--- src/rtl/sim_trig_pkg.sv ---
// Shared types and constants for the simulation frame trigger.
// Imported by the synchronizer/edge sub-module and the top.
package sim_trig_pkg;

  typedef enum logic [2:0] {
    IDLE = 3'd0,
    LOAD = 3'd1,
    RUN  = 3'd2,
    DUMP = 3'd3,
    DONE = 3'd4
  } trig_state_e;

  localparam int CW_DEFAULT  = 32;
  localparam int SYNC_STAGES = 2;

endpackage

--- src/rtl/sim_vs_edge.sv ---
// Multi-flop synchronizer for an asynchronous input.
// Emits either the synchronized level or a one-cycle falling-edge pulse.
module sim_vs_edge
  import sim_trig_pkg::*;
#(
  parameter bit RST_VAL   = 1'b0,
  parameter bit FALL_EDGE = 1'b0
) (
  input  logic clk,
  input  logic rst_n,
  input  logic async_i,
  output logic sig_o
);

  logic [SYNC_STAGES-1:0] sync_q, sync_d;

  always_comb begin
    sync_d = {sync_q[SYNC_STAGES-2:0], async_i};
  end

  // NOTE: sequential state is assigned with <= so every flop samples pre-edge values.
  always_ff @(posedge clk or negedge rst_n) begin
    if (!rst_n) sync_q <= {SYNC_STAGES{RST_VAL}};
    else        sync_q <= sync_d;
  end

  generate
    if (FALL_EDGE) begin : g_edge
      logic prev_q, prev_d;

      always_comb begin
        prev_d = sync_q[SYNC_STAGES-1];
      end

      always_ff @(posedge clk or negedge rst_n) begin
        if (!rst_n) prev_q <= RST_VAL;
        else        prev_q <= prev_d;
      end

      assign sig_o = prev_q & ~sync_q[SYNC_STAGES-1];
    end else begin : g_level
      assign sig_o = sync_q[SYNC_STAGES-1];
    end
  endgenerate

endmodule

--- src/rtl/sim_frame_trigger.sv ---
// Frame counter and one-shot dump window / finish request driven by VGA vsync,
// gated on completion of the ROM download.
module sim_frame_trigger
  import sim_trig_pkg::*;
#(
  parameter int DUMP_START = 0,
  parameter int DUMP_LEN   = 0,
  parameter int MAX_FRAMES = 0,
  parameter bit WAIT_DL    = 1'b1,
  parameter int CW         = CW_DEFAULT
) (
  input  logic          clk,
  input  logic          rst_n,
  input  logic          vs,
  input  logic          downloading,
  output logic [CW-1:0] frame_cnt,
  output logic          frame_stb,
  output logic          dump_on,
  output logic          dump_start_stb,
  output logic          dump_stop_stb,
  output logic          sim_finish
);

  localparam logic [CW-1:0] START_C = CW'(DUMP_START);
  localparam logic [CW-1:0] LEN_C   = CW'(DUMP_LEN);
  localparam logic [CW-1:0] MAX_C   = CW'(MAX_FRAMES);
  localparam trig_state_e   RESET_ST = WAIT_DL ? IDLE : RUN;

  logic vs_fall, dl_s;

  sim_vs_edge #(.RST_VAL(1'b1), .FALL_EDGE(1'b1)) u_vs_sync (
    .clk     (clk),
    .rst_n   (rst_n),
    .async_i (vs),
    .sig_o   (vs_fall)
  );

  sim_vs_edge #(.RST_VAL(1'b0), .FALL_EDGE(1'b0)) u_dl_sync (
    .clk     (clk),
    .rst_n   (rst_n),
    .async_i (downloading),
    .sig_o   (dl_s)
  );

  trig_state_e   state_q, state_d;
  logic [CW-1:0] cnt_q, cnt_d, win_q, win_d, cnt_inc, win_inc;
  logic          opened_q, opened_d, dump_on_q, dump_on_d, finish_q, finish_d;
  logic          frame_stb_q, frame_stb_d, start_stb_q, start_stb_d, stop_stb_q, stop_stb_d;
  logic          hit_max, hit_start, hit_len;

  always_comb begin
    // NOTE: every _d is given its hold value before the case so no path infers a latch.
    state_d     = state_q;
    cnt_d       = cnt_q;
    win_d       = win_q;
    opened_d    = opened_q;
    dump_on_d   = dump_on_q;
    finish_d    = finish_q;
    frame_stb_d = 1'b0;
    start_stb_d = 1'b0;
    stop_stb_d  = 1'b0;
    cnt_inc     = cnt_q + 1'b1;
    win_inc     = win_q + 1'b1;
    hit_max     = (MAX_FRAMES != 0) && (cnt_inc == MAX_C);
    hit_start   = !opened_q && (cnt_q == START_C);
    hit_len     = (DUMP_LEN != 0) && (win_inc == LEN_C);

    unique case (state_q)
      IDLE: if (dl_s)  state_d = LOAD;
      LOAD: if (!dl_s) state_d = RUN;
      RUN, DUMP: begin
        if (dl_s) begin
          // A new download pauses counting; the window latch survives the pause.
          state_d = LOAD;
          if (dump_on_q) begin
            dump_on_d  = 1'b0;
            stop_stb_d = 1'b1;
          end
        end else if (vs_fall) begin
          cnt_d       = cnt_inc;
          frame_stb_d = 1'b1;
          if (state_q == DUMP) win_d = win_inc;
          if (hit_max) begin
            state_d    = DONE;
            finish_d   = 1'b1;
            dump_on_d  = 1'b0;
            stop_stb_d = dump_on_q;
          end else if (state_q == RUN && hit_start) begin
            state_d     = DUMP;
            dump_on_d   = 1'b1;
            start_stb_d = 1'b1;
            opened_d    = 1'b1;
          end else if (state_q == DUMP && hit_len) begin
            state_d    = RUN;
            dump_on_d  = 1'b0;
            stop_stb_d = 1'b1;
          end
        end
      end
      DONE: begin
      end
      default: state_d = RESET_ST;
    endcase
  end

  always_ff @(posedge clk or negedge rst_n) begin
    if (!rst_n) begin
      state_q     <= RESET_ST;
      cnt_q       <= '0;
      win_q       <= '0;
      opened_q    <= 1'b0;
      dump_on_q   <= 1'b0;
      finish_q    <= 1'b0;
      frame_stb_q <= 1'b0;
      start_stb_q <= 1'b0;
      stop_stb_q  <= 1'b0;
    end else begin
      state_q     <= state_d;
      cnt_q       <= cnt_d;
      win_q       <= win_d;
      opened_q    <= opened_d;
      dump_on_q   <= dump_on_d;
      finish_q    <= finish_d;
      frame_stb_q <= frame_stb_d;
      start_stb_q <= start_stb_d;
      stop_stb_q  <= stop_stb_d;
    end
  end

  assign frame_cnt      = cnt_q;
  assign frame_stb      = frame_stb_q;
  assign dump_on        = dump_on_q;
  assign dump_start_stb = start_stb_q;
  assign dump_stop_stb  = stop_stb_q;
  assign sim_finish     = finish_q;

endmodule

--- config.mk ---
export PLATFORM = sky130hd
export DESIGN_NAME = sim_frame_trigger
export DESIGN_NICKNAME = d
export VERILOG_FILES = /design/src/rtl/sim_trig_pkg.sv /design/src/rtl/sim_vs_edge.sv /design/src/rtl/sim_frame_trigger.sv
export SDC_FILE = /design/constraint.sdc
export NUM_CORES = 1
export LEC_CHECK = 0
export ABC_AREA = 1
export CELL_PAD_IN_SITES_DETAIL_PLACEMENT = 1
export CELL_PAD_IN_SITES_GLOBAL_PLACEMENT = 2
export CORE_UTILIZATION = 32
export DETAILED_ROUTE_END_ITERATION = 6
export GPL_TIMING_DRIVEN = 0
export PLACE_DENSITY = 0.93
export SLEW_MARGIN = 40
export SYNTH_ARGS = -nofsm -noshare
export SYNTH_HDL_FRONTEND = slang
export SYNTH_HIERARCHICAL = 1
export SYNTH_SLANG_ARGS = --single-unit
--- constraint.sdc ---
create_clock -name clk -period 3.95 [get_ports clk]
set_input_delay 0.5925 -clock clk [delete_from_list [all_inputs] [get_ports clk]]
set_output_delay 0.5925 -clock clk [all_outputs]
set_load 0.01 [all_outputs]
==> flow_summary.yaml <==
worst_setup_path:
  crit_type: "reg -> out"
  cp_cell_sequence: "clkdlybuf4s50_1"
  arrival_ps: 1430
  cp_slowest_cell: "clkdlybuf4s50_1"
  endpoint_kind: "primary output"
  path_max_fanout: 8
  crit_required_ps: 3360
  reg2regPathDepth: 9
  crit_path_start_kind: "register"
  crit_buf_inv: 1
  cp.depth: 1
  critPathMaxStageDelay_ps: 600
  cpLargestDelayFamily: "buffers and inverters"
sta:
  slew_viol_final: 0
  fin_crit_ps: 2020
  worst_slack_ps: 1930
  tns_ps: 0
  setup_violations: 0
  fmax_ghz: 0.495
  finalCritPeriodShare_pct: 51.1
  skew_ps: 7.20
  hold_violations: 0
  rsz0062_at_grt: "no"
grt:
  grt_max_degree: 33
  grt-ovfl-total: 0
  grt_pass1_vias: 2673
  track_usage_pct: 20.0
  antenna_found_initial: 0
  grt_pass1_wl_mm: 13.4
die:
  dieArea_sq_um: 8790
  core_sq_um: 8180
  rows: 33
  start_util_pct: 33.0
  boundaryPins: 41
  chipWidth_microns: 93.8
  die_h_microns: 93.8
job:
  maxCapViolCount: 0
clock_tree:
  clock_latency_ps: 300
  cts_htree_levels: 2
  cts_root_buf: "clkbuf_8"
  clk_pin_slew_worst_paths_ps: 90
  cts_resized: 0
  tritoncts: "done"
  post_cts_buffers: 0
  hold_buffers: 0
  cts.sinks: 44
  cts_buffers: 5
  clockBufferDepth: 2
cells_and_area:
  diodes: 0
  nets: 447
  nFillCells: 1087
  areaGrowthSynthToFinish_pct: 23.3
  drive_gt1_share_pct: 9.73
  utilization_pct: 40.6
  fin_cells: 547
synth:
  ys.flop_type: "dfrtp_1"
  synthesis.nets: 400
  synth_top_area_cell: "dfrtp_1"
  synth_top_area_share_pct: 38.1
  synth-seq-cells: 44
  syn_area_per_cell_sq_um: 6.84
  async_flop_share_pct: 100
  ys_seq_area_share_pct: 41.0
  yosys_warnings: 6
  ys_types: 27
  synth_most_common_cell: "nand2_1"
  synth.area.top_cells: "dfrtp_1 38%, nand2_1 19%, nor2_1 10%"
  synth.top_cells.by_count: "137 x nand2_1, 72 x nor2_1, 47 x inv_1"
  synth_edf_count: 0
  syn-cell-area_sq_um: 2690
  synthCells: 394
detailed_routing:
  first_pass_iters: 4
  dr.first_iter.drc_count: 105
  wl_mm: 8.08
  vias: 2633
  wl_per_cell_microns: 14.8
  post-route-drc-count: 0
  post_drt_via_cell_ratio: 4.81
  drt.antenna.violating_nets: 0
placement:
  hpwl_mm: 6.42
  gp_congestion: 0.812
  dpl_worst_slack_ps: 2220
  port_buffers: 39
  place_inst: 539
pwr:
  irDropWorstVdd_mv: 0.133
  power.density_nw_per_um2: 297
  p_leak_nw: 1.51
min_path:
  hold_class: "in -> async"
run_status:
  status: "finished, final reports clean"
## logic make-up (layout without fill, tap and decap cells)
logic type / after synthesis / count (layout) / share of synthesized area, %
fa+ha+maj: 2 / 2 / 0.929
other cells: 1 / 1 / 0.139
buf+inv: 54 / 102 / 7.80
flops: 44 / 44 / 41.0
compound gates: 6 / 6 / 1.16
xor+xnor: 13 / 13 / 4.23
simple gates: 274 / 274 / 44.7
## stage by stage
step / area, sq um / hold slack, ps / total power [mW]
final: 3320 / 124 / 0.986
after global routing: 3320 / 131 / 1.04
after CTS: 3320 / 130 / 0.996
after detailed placement: 3230 / 337 / 0.703
after global placement: 3220 / 335 / 0.695
after floorplan: 2690 / 297 / 0.611
## area by class of cell
cell class | instances | area (sq um) | area share [%]
clock buffers | 5 | 68.8 | 2.07
multi-input cells | 296 | 1380 | 41.5
flip-flops and latches | 44 | 1100 | 33.3
well taps | 105 | 131 | 3.96
repair buffers | 40 | 408 | 12.3
clock inverters | 3 | 18.8 | 0.565
plain buffers | 4 | 22.5 | 0.678
inverters | 50 | 188 | 5.65
## cell usage in the layout (no fill, tap or decap), drive strengths merged, types with 3 or more instances in the layout
master,instances
nor2,84
buf,6
nand2,141
dfstp,3
xor2,13
clkbuf,5
nor3,5
dfrtp,41
clkinv,3
o21ai,3
clkdlybuf4s50,38
inv,50
nand3,27
nand4,13
## final timing paths
kind | from | endpoint | slack, ps
max in group asynchronous | rst_n | u_vs_sync/g_edge.prev_q | 3320
worst min register to register | u_dl_sync/sync_q[0] | u_dl_sync/sync_q[1] | 350
worst min-delay path | rst_n | frame_cnt[21] | 120
worst max register to register | u_vs_sync/g_edge.prev_q | frame_cnt[17] | 2210
min in group clk | u_dl_sync/sync_q[0] | u_dl_sync/sync_q[1] | 350
worst max-delay path | frame_cnt[16] | frame_cnt[16] | 1930
## sequential cells by signal (all words and copies together), names as in the netlist
name                     cells
dump_stop_stb                1
state_q                      2
dump_on                      1
frame_cnt                   32
u_vs_sync/sync_q             2
u_dl_sync/sync_q             2
u_vs_sync/g_edge.prev_q      1
opened_q                     1
frame_stb                    1
dump_start_stb               1
## routing by layer
metal | track usage (%) | wire length [microns]
met4 | 4.74 | 97
met1 | 26.1 | 3800
met5 | 0 | 0
met3 | 2.18 | 237
met2 | 35.3 | 3940
## where the power goes
part | switching [mW] | internal, mW | leakage, nW
sequential | 0.0315 | 0.478 | 0.590
combinational | 0.108 | 0.0758 | 0.876
clock | 0.169 | 0.124 | 0.0479
total | 0.308 | 0.678 | 1.51
## worst reg2reg max path: stages (launching register included)
cell	delay, ps
dfstp_2	520
inv_1	40
nor2_2	110
nand3_2	210
nor2_2	230
nand3_2	150
nor2_4	210
nand2_1	80
nand2_1	60
nand2_1	40
Note: power is estimated with default switching activity, not from simulation.
